--- src/rtl/parity_sweep_ctrl.sv ---
// -----------------------------------------------------------------------------
// parity_sweep_ctrl
//
// Self-test / characterisation sequencer for a 4-input combinational parity
// block. A start pulse launches a sweep over all 16 input codes in ascending
// order. Each code is held for SETTLE+1 cycles: SETTLE cycles of settling,
// then one cycle in which the block's output is captured. The captured truth
// table and its population count are kept, and a registered pass flag compares
// the table against EXP_TABLE once the sweep completes.
//
// Parameters:
//   SETTLE    - settle cycles per code before sampling (legal range 1..15)
//   EXP_TABLE - expected truth table, bit k = expected output for code k
//
// Ports:
//   clk       in   system clock, rising edge
//   rst       in   synchronous active-high reset
//   in_start  in   one-cycle start request, honoured only when idle
//   in_abort  in   cancels a sweep in progress (no done pulse)
//   in_sum    in   out_sum of the parity block under test
//   out_a..d  out  code bits 3..0 driving in_a..in_d of the parity block
//   out_busy  out  high whenever a sweep is in progress (any state but IDLE)
//   out_done  out  one-cycle pulse at sweep completion
//   out_table out  captured truth table, bit k = in_sum sampled for code k
//   out_ones  out  number of ones in out_table (0..16)
//   out_pass  out  registered (out_table == EXP_TABLE), valid after out_done
// -----------------------------------------------------------------------------
module parity_sweep_ctrl #(
    parameter int unsigned SETTLE    = 1,
    parameter logic [15:0] EXP_TABLE = 16'h6996
) (
    input  logic        clk,
    input  logic        rst,
    input  logic        in_start,
    input  logic        in_abort,
    input  logic        in_sum,
    output logic        out_a,
    output logic        out_b,
    output logic        out_c,
    output logic        out_d,
    output logic        out_busy,
    output logic        out_done,
    output logic [15:0] out_table,
    output logic [4:0]  out_ones,
    output logic        out_pass
);

    localparam logic [1:0] S_IDLE   = 2'd0;
    localparam logic [1:0] S_SETTLE = 2'd1;
    localparam logic [1:0] S_SAMPLE = 2'd2;
    localparam logic [1:0] S_DONE   = 2'd3;

    // Settle counter reload: counts SETTLE-1 down to 0, giving SETTLE cycles
    // in S_SETTLE before the single S_SAMPLE cycle.
    localparam logic [3:0] SCNT_INIT = 4'(SETTLE - 1);

    logic [1:0]  state_q, state_d;
    logic [3:0]  idx_q,   idx_d;
    logic [3:0]  scnt_q,  scnt_d;
    logic [15:0] table_q, table_d;
    logic [4:0]  ones_q,  ones_d;
    logic        pass_q,  pass_d;

    always_comb begin
        state_d = state_q;
        idx_d   = idx_q;
        scnt_d  = scnt_q;
        table_d = table_q;
        ones_d  = ones_q;
        pass_d  = pass_q;

        case (state_q)
            S_IDLE: begin
                // Abort has no meaning here, so start always wins.
                if (in_start) begin
                    idx_d   = 4'd0;
                    table_d = 16'h0000;
                    ones_d  = 5'd0;
                    pass_d  = 1'b0;
                    scnt_d  = SCNT_INIT;
                    state_d = S_SETTLE;
                end
            end

            S_SETTLE: begin
                if (in_abort) begin
                    pass_d  = 1'b0;
                    state_d = S_IDLE;
                end else if (scnt_q == 4'd0) begin
                    state_d = S_SAMPLE;
                end else begin
                    scnt_d = scnt_q - 4'd1;
                end
            end

            S_SAMPLE: begin
                // An abort landing on the sample cycle suppresses the write,
                // leaving only codes captured before it in the table.
                if (in_abort) begin
                    pass_d  = 1'b0;
                    state_d = S_IDLE;
                end else begin
                    table_d[idx_q] = in_sum;
                    // At most 16 increments per sweep, so 5 bits never wrap.
                    ones_d = ones_q + {4'd0, in_sum};
                    if (idx_q == 4'd15) begin
                        state_d = S_DONE;
                    end else begin
                        idx_d   = idx_q + 4'd1;
                        scnt_d  = SCNT_INIT;
                        state_d = S_SETTLE;
                    end
                end
            end

            S_DONE: begin
                // The last sample was written on the edge entering DONE, so
                // table_q is complete here.
                pass_d  = (table_q == EXP_TABLE);
                state_d = S_IDLE;
            end

            default: begin
                state_d = S_IDLE;
            end
        endcase
    end

    always_ff @(posedge clk) begin
        if (rst) begin
            state_q <= S_IDLE;
            idx_q   <= 4'd0;
            scnt_q  <= 4'd0;
            table_q <= 16'h0000;
            ones_q  <= 5'd0;
            pass_q  <= 1'b0;
        end else begin
            state_q <= state_d;
            idx_q   <= idx_d;
            scnt_q  <= scnt_d;
            table_q <= table_d;
            ones_q  <= ones_d;
            pass_q  <= pass_d;
        end
    end

    // Code outputs come straight from the idx register, so the parity block
    // sees glitch-free inputs that change only on clock edges.
    assign out_a     = idx_q[3];
    assign out_b     = idx_q[2];
    assign out_c     = idx_q[1];
    assign out_d     = idx_q[0];
    assign out_busy  = (state_q != S_IDLE);
    assign out_done  = (state_q == S_DONE);
    assign out_table = table_q;
    assign out_ones  = ones_q;
    assign out_pass  = pass_q;

endmodule

--- config.mk ---
export PLATFORM = sky130hd
export DESIGN_NAME = parity_sweep_ctrl
export DESIGN_NICKNAME = d
export VERILOG_FILES = /design/src/rtl/parity_sweep_ctrl.sv
export SDC_FILE = /design/constraint.sdc
export NUM_CORES = 1
export LEC_CHECK = 0
export ABC_AREA = 1
export ABC_CLOCK_PERIOD_IN_PS = 3500
export BUFFER_PORTS_ARGS = -buffer_cell sky130_fd_sc_hd__clkbuf_2
export CAP_MARGIN = 30
export CORE_AREA = 4 4 58 100
export CTS_CLUSTER_DIAMETER = 200
export CTS_CLUSTER_SIZE = 40
export DETAILED_ROUTE_END_ITERATION = 8
export DIE_AREA = 0 0 62 104
export GPL_TIMING_DRIVEN = 0
export PLACE_DENSITY_LB_ADDON = 0.12
export SLEW_MARGIN = 20
export SYNTH_ARGS = -nofsm -noshare
export SYNTH_HDL_FRONTEND = slang
export SYNTH_SLANG_ARGS = --single-unit
--- constraint.sdc ---
create_clock -name clk -period 3.5 [get_ports clk]
set_input_delay 0.7 -clock clk [delete_from_list [all_inputs] [get_ports clk]]
set_output_delay 0.7 -clock clk [all_outputs]
set_load 0.1 [all_outputs]
==> out/metrics.yaml, run 1 <==
status: "finished clean"
core_region_area_mm2: 0.004977
timing.final.ws_setup_ns: 1.171
firstDrtPassIters: 4
rsz0062_at_grt: "false"
cts_sinks: 32
grt_max_degree: 11
hold_violations: 0
critPathBufInv: 3
grt_pass1_wl_mm: 8.576
wl_met2_mm: 2.769
drtIter0Drc: 43
via_count: 1891
hpwl_mm: 3.833
antenna_found_initial: 0
max_freq_ghz: 0.4293
cpMaxStageDelayCell: "clkbuf_2"
async_flop_share: 0
tns_ns: 0
yosysSeqAreaShare: 0.3297
synth_area_per_cell_um2: 6.609
synth_flop_cell: "dfxtp_1"
arrival_ns: 1.63
placed_cell_area_mm2: 0.002171
fp.dieArea_mm2: 0.006448
drive_above_1_share: 0.1766
postCtsSetupRepairBufs: 0
n_antenna_cell: 0
worstMarginPinSlew_ns: 0.5474
slew_viol_final: 0
met3_length_um: 178
syn_area_mm2: 0.001943
required_ns: 2.80
ys_types: 24
synth.most_common_cell: "nand2_1"
track_usage: 0.1757
hold_buffers: 0
power_frac_seq: 0.270
critPathCaptureType: "output pin"
peakVddDrop_uv: 475.3
intPower_uw: 837.0
cts_tree: "done"
cts_buffers: 5
ys_ff_latch: 32
p_leak_nw: 1.075
reg2regPathDepth: 9
clkPwrFrac: 0.177
h-tree-depth: 2
wirelength_mm: 4.970
path_depth: 4
crit_chain: "inv_1, ha_1, inv_1, clkbuf_2"
slowest_delay_ns: 0.45
fin_nets: 351
met1Wirelength_mm: 1.939
clk_path_buf_depth: 2
initial_core_util: 0.3904
path_common_cell: "inv_1"
finalSetupViolCount: 0
combinationalPowerShare: 0.553
crit_type: "flop to output pin"
yosys.area.top_type_share: 0.3297
fin_skew_ns: 0.01282
drc: 0
cts_resized: 0
clock_latency_ns: 0.29
rows: 34
synth_edf_count: 0
power.density_mw_per_mm2: 751.9
clk_pin_slew_ns: 0.08
crit_family: "buffers and inverters"
yosys-top-cells-area: "dfxtp_1, nand2_1, ha_1, nor2_1, nand3_1"
ys_top_cells_by_count: "nand2_1, nor2_1, inv_1"
final_area_mm2: 0.002261
grt.overflow.total: 0
layout_min_cycle_time_ns: 2.329
min_path_cells: 2
gp_congestion: 0.8183
viasPerCell: 4.874
drtAntennaViolNets: 0
fin_crit_sh: 0.6655
hp-class: "flop to flop"
cap_viol_max_count: 0
wl_per_cell_um: 12.81
io_buffers: 32
io_pins: 33
switching_share: 0.5077
worstSetupStartpointType: "flop"
syn-num-nets: 312
chipHeight_um: 104
path_max_fanout: 4
relSlewSlack: 0.6366
syn2layout_area_growth_pct: 16.36
synthCells: 294
dr.max_layer_used: "met4"
die_x_um: 62
synth_top_cell_by_area: "dfxtp_1"
grt_pass1_vias: 1813
pre_cts_slack_ns: 1.470
cts_root_buffer: "clkbuf_8"
yosysWarnings: 0
switchingPower_uw: 863.1
==> routing by layer <==
layer  vias up  track usage
li1       1009            -
met1       853       0.1897
met2        24       0.3131
met3         5      0.03478
met4         0      0.06677
met5         -            0
==> registers in the layout, indices dropped and copies added, names as in the netlist <==
name	count
state_q	2
out_pass	1
scnt_q	4
out_table	16
idx_q	4
out_ones	5
==> worst paths after layout <==
check | start | endpoint | slack, ns
worst max register to register | state_q[0] | out_table[11] | 1.74
worst min-delay path | out_table[9] | out_table[9] | 0.47
worst max-delay path | state_q[0] | out_busy | 1.17
worst min register to register | out_table[9] | out_table[9] | 0.47
==> power by group through the flow <==
stage	registers [mW]	clock network, mW	logic, mW
after floorplan	0.597	0	0.634
after global placement	0.469	0	0.942
after detailed placement	0.469	0	0.947
after CTS	0.460	0.310	0.950
after global routing	0.469	0.324	1.06
final	0.460	0.300	0.940
==> cell type report <==
class,instances,area [um^2]
Fill cell,552,2716
Clock buffer,8,90.09
Sequential cell,32,640.6
Timing Repair Buffer,32,160.2
Inverter,34,127.6
Buffer,8,60.06
Multi-Input combinational cell,220,1115
Tap cell,54,67.56
==> metrics by stage <==
stage / power [mW] / instances / hold WS [ns] / util
global placement: 1.410 / 380 / 0.4592 / 0.4361
detailed placement: 1.415 / 380 / 0.4669 / 0.4361
CTS: 1.720 / 388 / 0.4770 / 0.4542
global route: 1.858 / 388 / 0.5017 / 0.4542
floorplan: 1.231 / 294 / 0.5181 / -
finish: 1.700 / 388 / 0.4702 / 0.4542
==> cell usage in the layout, fill, tap and decap left out, drive strengths merged, types with 2 or more instances in the layout <==
master / netlist / routed
nand2: 89 / 89
dfxtp: 32 / 32
or2: 2 / 2
o21ai: 7 / 7
a21oi: 25 / 25
inv: 34 / 34
nand4: 2 / 2
ha: 13 / 13
clkbuf: 1 / 41
buf: 7 / 7
nor2: 46 / 46
nand3: 29 / 29
a22oi: 2 / 2
nand3b: 4 / 4
==> worst reg2reg max path, stage by stage, from the launching register on <==
cell	delay, ns
dfxtp_1	0.39
inv_1	0.11
ha_1	0.30
nand2_4	0.15
nand2_4	0.08
nor2_4	0.23
buf_6	0.19
nand2_1	0.06
nand2_1	0.05
a21oi_1	0.06
==> cells by family (layout without fill, tap and decap cells) <==
logic type	after synthesis	count (layout)	share of synthesized area
fa+ha+maj	13	13	0.08371
buf+inv	42	82	0.09658
simple gates	172	172	0.3960
compound gates	35	35	0.09401
flops	32	32	0.3297
(Power assumes the default switching activity.)
==> run 2: changes to the inputs <==
ABC_AREA = 0   (was 1)
ABC_CLOCK_PERIOD_IN_PS = 2000   (was 3500)
CORE_AREA = 4 4 56 96   (was 4 4 58 100)
DIE_AREA = 0 0 60 100   (was 0 0 62 104)
clock period = 2 ns   (was 3.5 ns; I/O delays follow)
==> out/metrics.yaml, run 2 <==
ys_types: 43  # was 24
fin_util: 0.4748  # was 0.4542
cts_buffers: 5  # unchanged
mostFrequentLayoutCells: "clkbuf_2, dfxtp_1, a21oi_1"  # was nand2_1, nor2_1, inv_1
yosys.area.top_type_share: 0.3556  # was 0.3297
grt_pass1_wl_mm: 7.928  # was 8.576 mm
pre_cts_slack_ns: 0.07420  # was 1.470 ns
tns_ns: 0  # unchanged
max_freq_ghz: 0.5575
rows: 33  # was 34
hp-class: "input port to flop"  # was flop to flop
seq_area_um2: 645.6  # was 640.6 um^2
yosysSeqAreaShare: 0.3556  # was 0.3297
p_leak_nw: 0.8924  # was 1.075 nW
hold_buffers: 0  # unchanged
cts_sinks: 32  # unchanged
finalPower_mw: 1.739  # was 1.700 mW
stdcell_count: 308  # was 388
required_ns: 2.21  # was 2.80 ns
min_path_cells: 3  # was 2
yosysWarnings: 0  # unchanged
final_area_mm2: 0.002196  # was 0.002261 mm^2
hold_violations: 0  # unchanged
synth_edf_count: 0  # unchanged
fin_skew_ns: 0.002973  # was 0.01282 ns
initial_core_util: 0.3896  # was 0.3904
timing.hold.ws_ns: 0.4082  # was 0.4702 ns
viasPerCell: 5.438  # was 4.874
gp_congestion: 0.7909  # was 0.8183
worstMarginPinSlew_ns: 0.6553  # was 0.5474 ns
largest_register_ffs: 16  # unchanged
core_region_area_mm2: 0.004624  # was 0.004977 mm^2
firstDrtPassIters: 4  # unchanged
status: "finished clean"  # unchanged
critPathBufInv: 2  # was 3
clock_latency_ns: 0.28  # was 0.29 ns
slowest_delay_ns: 0.39  # was 0.45 ns
synth.most_common_cell: "dfxtp_1"  # was nand2_1
cap_viol_max_count: 0  # unchanged
antenna_found_initial: 0  # unchanged
synth_area_per_cell_um2: 8.303  # was 6.609 um^2
placed_cell_area_mm2: 0.002027  # was 0.002171 mm^2
min_to: "scnt_q[3]"  # was out_table[9]
cts_tree: "done"  # unchanged
relSlewSlack: 0.5584  # was 0.6366
timing.final.ws_setup_ns: 0.2064  # was 1.171 ns
dp_cells: 300  # was 380
critPathCaptureType: "flop"  # was output pin
crit_chain: "inv_1, ha_2, or2_2, nand3_1, buf_4, o21ai_0, a21oi_1"  # was inv_1, ha_1, inv_1, clkbuf_2
r2r-start: "state_q[0]"  # unchanged
multi_input_area_mm2: 0.001115  # unchanged
via_count: 1675  # was 1891
reg2regPathDepth: 7  # was 9
h-tree-depth: 2  # unchanged
syn_area_mm2: 0.001802  # was 0.001943 mm^2
fin_nets: 273  # was 351
fillers: 494  # was 552
grt.overflow.total: 0  # unchanged
async_flop_share: 0  # unchanged
worstSetupStartpoint: "state_q[0]"  # unchanged
yosys-top-cells-area: "dfxtp_1, ha_1, a21oi_1, a21boi_0, nand2_1"  # was dfxtp_1, nand2_1, ha_1, nor2_1, nand3_1
crit_type: "flop to flop"  # was flop to output pin
syn-num-nets: 235  # was 312
drtAntennaViolNets: 0  # unchanged
fp.dieArea_mm2: 0.006000  # was 0.006448 mm^2
power.density_mw_per_mm2: 791.8  # was 751.9 mW/mm^2
ys_ff_latch: 32  # unchanged
r2r_end: "out_table[11]"  # unchanged
cpMaxStageDelayCell: "dfxtp_1"  # was clkbuf_2
die_x_um: 60  # was 62 um
layout_commonest_cell: "clkbuf_2"  # was nand2_1
postCtsSetupRepairBufs: 0  # unchanged
drive_above_1_share: 0.2305  # was 0.1766
peakVddDrop_uv: 688.6  # was 475.3 uV
path_max_fanout: 10  # was 4
io_pins: 33  # unchanged
crit_family: "simple AND/OR/NAND/NOR gates"  # was buffers and inverters
ys_top_cells_by_count: "dfxtp_1, a21oi_1, nand2_1"  # was nand2_1, nor2_1, inv_1
track_usage: 0.1745  # was 0.1757
grt_max_degree: 11  # unchanged
wirelength_mm: 4.755  # was 4.970 mm
grt_pass1_vias: 1652  # was 1813
clk_pin_slew_ns: 0.07  # was 0.08 ns
clk_path_buf_depth: 2  # unchanged
synth_top_cell_by_area: "dfxtp_1"  # unchanged
cts_root_buffer: "clkbuf_8"  # unchanged
wl_per_cell_um: 15.44  # was 12.81 um
finalSetupViolCount: 0  # unchanged
slew_viol_final: 0  # unchanged
rsz0062_at_grt: "false"  # unchanged
arrival_ns: 2.01  # was 1.63 ns
layout_min_cycle_time_ns: 1.794
hpwl_mm: 3.678  # was 3.833 mm
fin_crit_sh: 0.8968
worstSetupStartpointType: "flop"  # unchanged
drc: 0  # unchanged
n_antenna_cell: 0  # unchanged
syn2layout_area_growth_pct: 21.88  # was 16.36%
min-delay-start: "rst"  # was out_table[9]
synthCells: 217  # was 294
io_buffers: 31  # was 32
synth_flop_cell: "dfxtp_1"  # unchanged
chipHeight_um: 100  # was 104 um
r2r_slack_ns: 0.21  # was 1.74 ns
drtIter0Drc: 57  # was 43
run 2: changes by cell type after synthesis, moves of 5 or more:
cell,before,now
nand2_1,84,17
nor2_1,41,12
inv_1,34,12
nand3_1,28,9
a21boi_0,0,11
or3_1,0,6
clkbuf_1,1,6
mux2i_1,0,5
nand2b_1,0,5
nand4_1,2,7
o21ai_0,6,11
run 2: report_power, final:
part	internal, mW	switching, mW
Combinational	0.118	0.251
Sequential	0.658	0.0270
Clock	0.440	0.246
run 2: routing by layer:
metal	GRT usage	routed length, um	vias up
met1	0.2019	1913	769
met4	0.08874	136	0
met3	0.02960	166	11
met5	0	0	-
met2	0.2967	2540	37
li1	-	-	858
run 2: worst reg2reg max path: stages (launching register included):
cell and delay (ns):
dfxtp_1 0.39, inv_1 0.12, ha_2 0.24, or2_2 0.34, nand3_1 0.19, buf_4 0.22
o21ai_0 0.10, a21oi_1 0.13
run 2: worst max path at each step:
stage / endpoint / cells past startpoint
after floorplan: out_ones[4] / 5
after global placement: out_table[11] / 7
after detailed placement: out_table[1] / 7
after CTS: out_table[6] / 7
after global routing: out_table[15] / 7
final: out_table[11] / 7
run 2: layout make-up:
type                    instances  share of cell area
inverters                      12             0.02051
plain buffers                   9             0.01880
repair buffers                 31             0.07179
well taps                      52             0.02963
multi-input cells             164              0.5077
clock inverters                 1             0.01368
flip-flops and latches         32              0.2940
clock buffers                   7             0.04387
run 2: repair_timing:
item                                    CTS  global route
pin swaps                                 0             1
endpoints found under the setup margin    1            24
resized for setup                         1            10
run 2: cells by family after synthesis:
group	share of synthesized area
mux	0.02778
xor+xnor	0.004862
flops	0.3556
simple gates	0.2632
fa+ha+maj	0.09028
buf+inv	0.04583
compound gates	0.2125
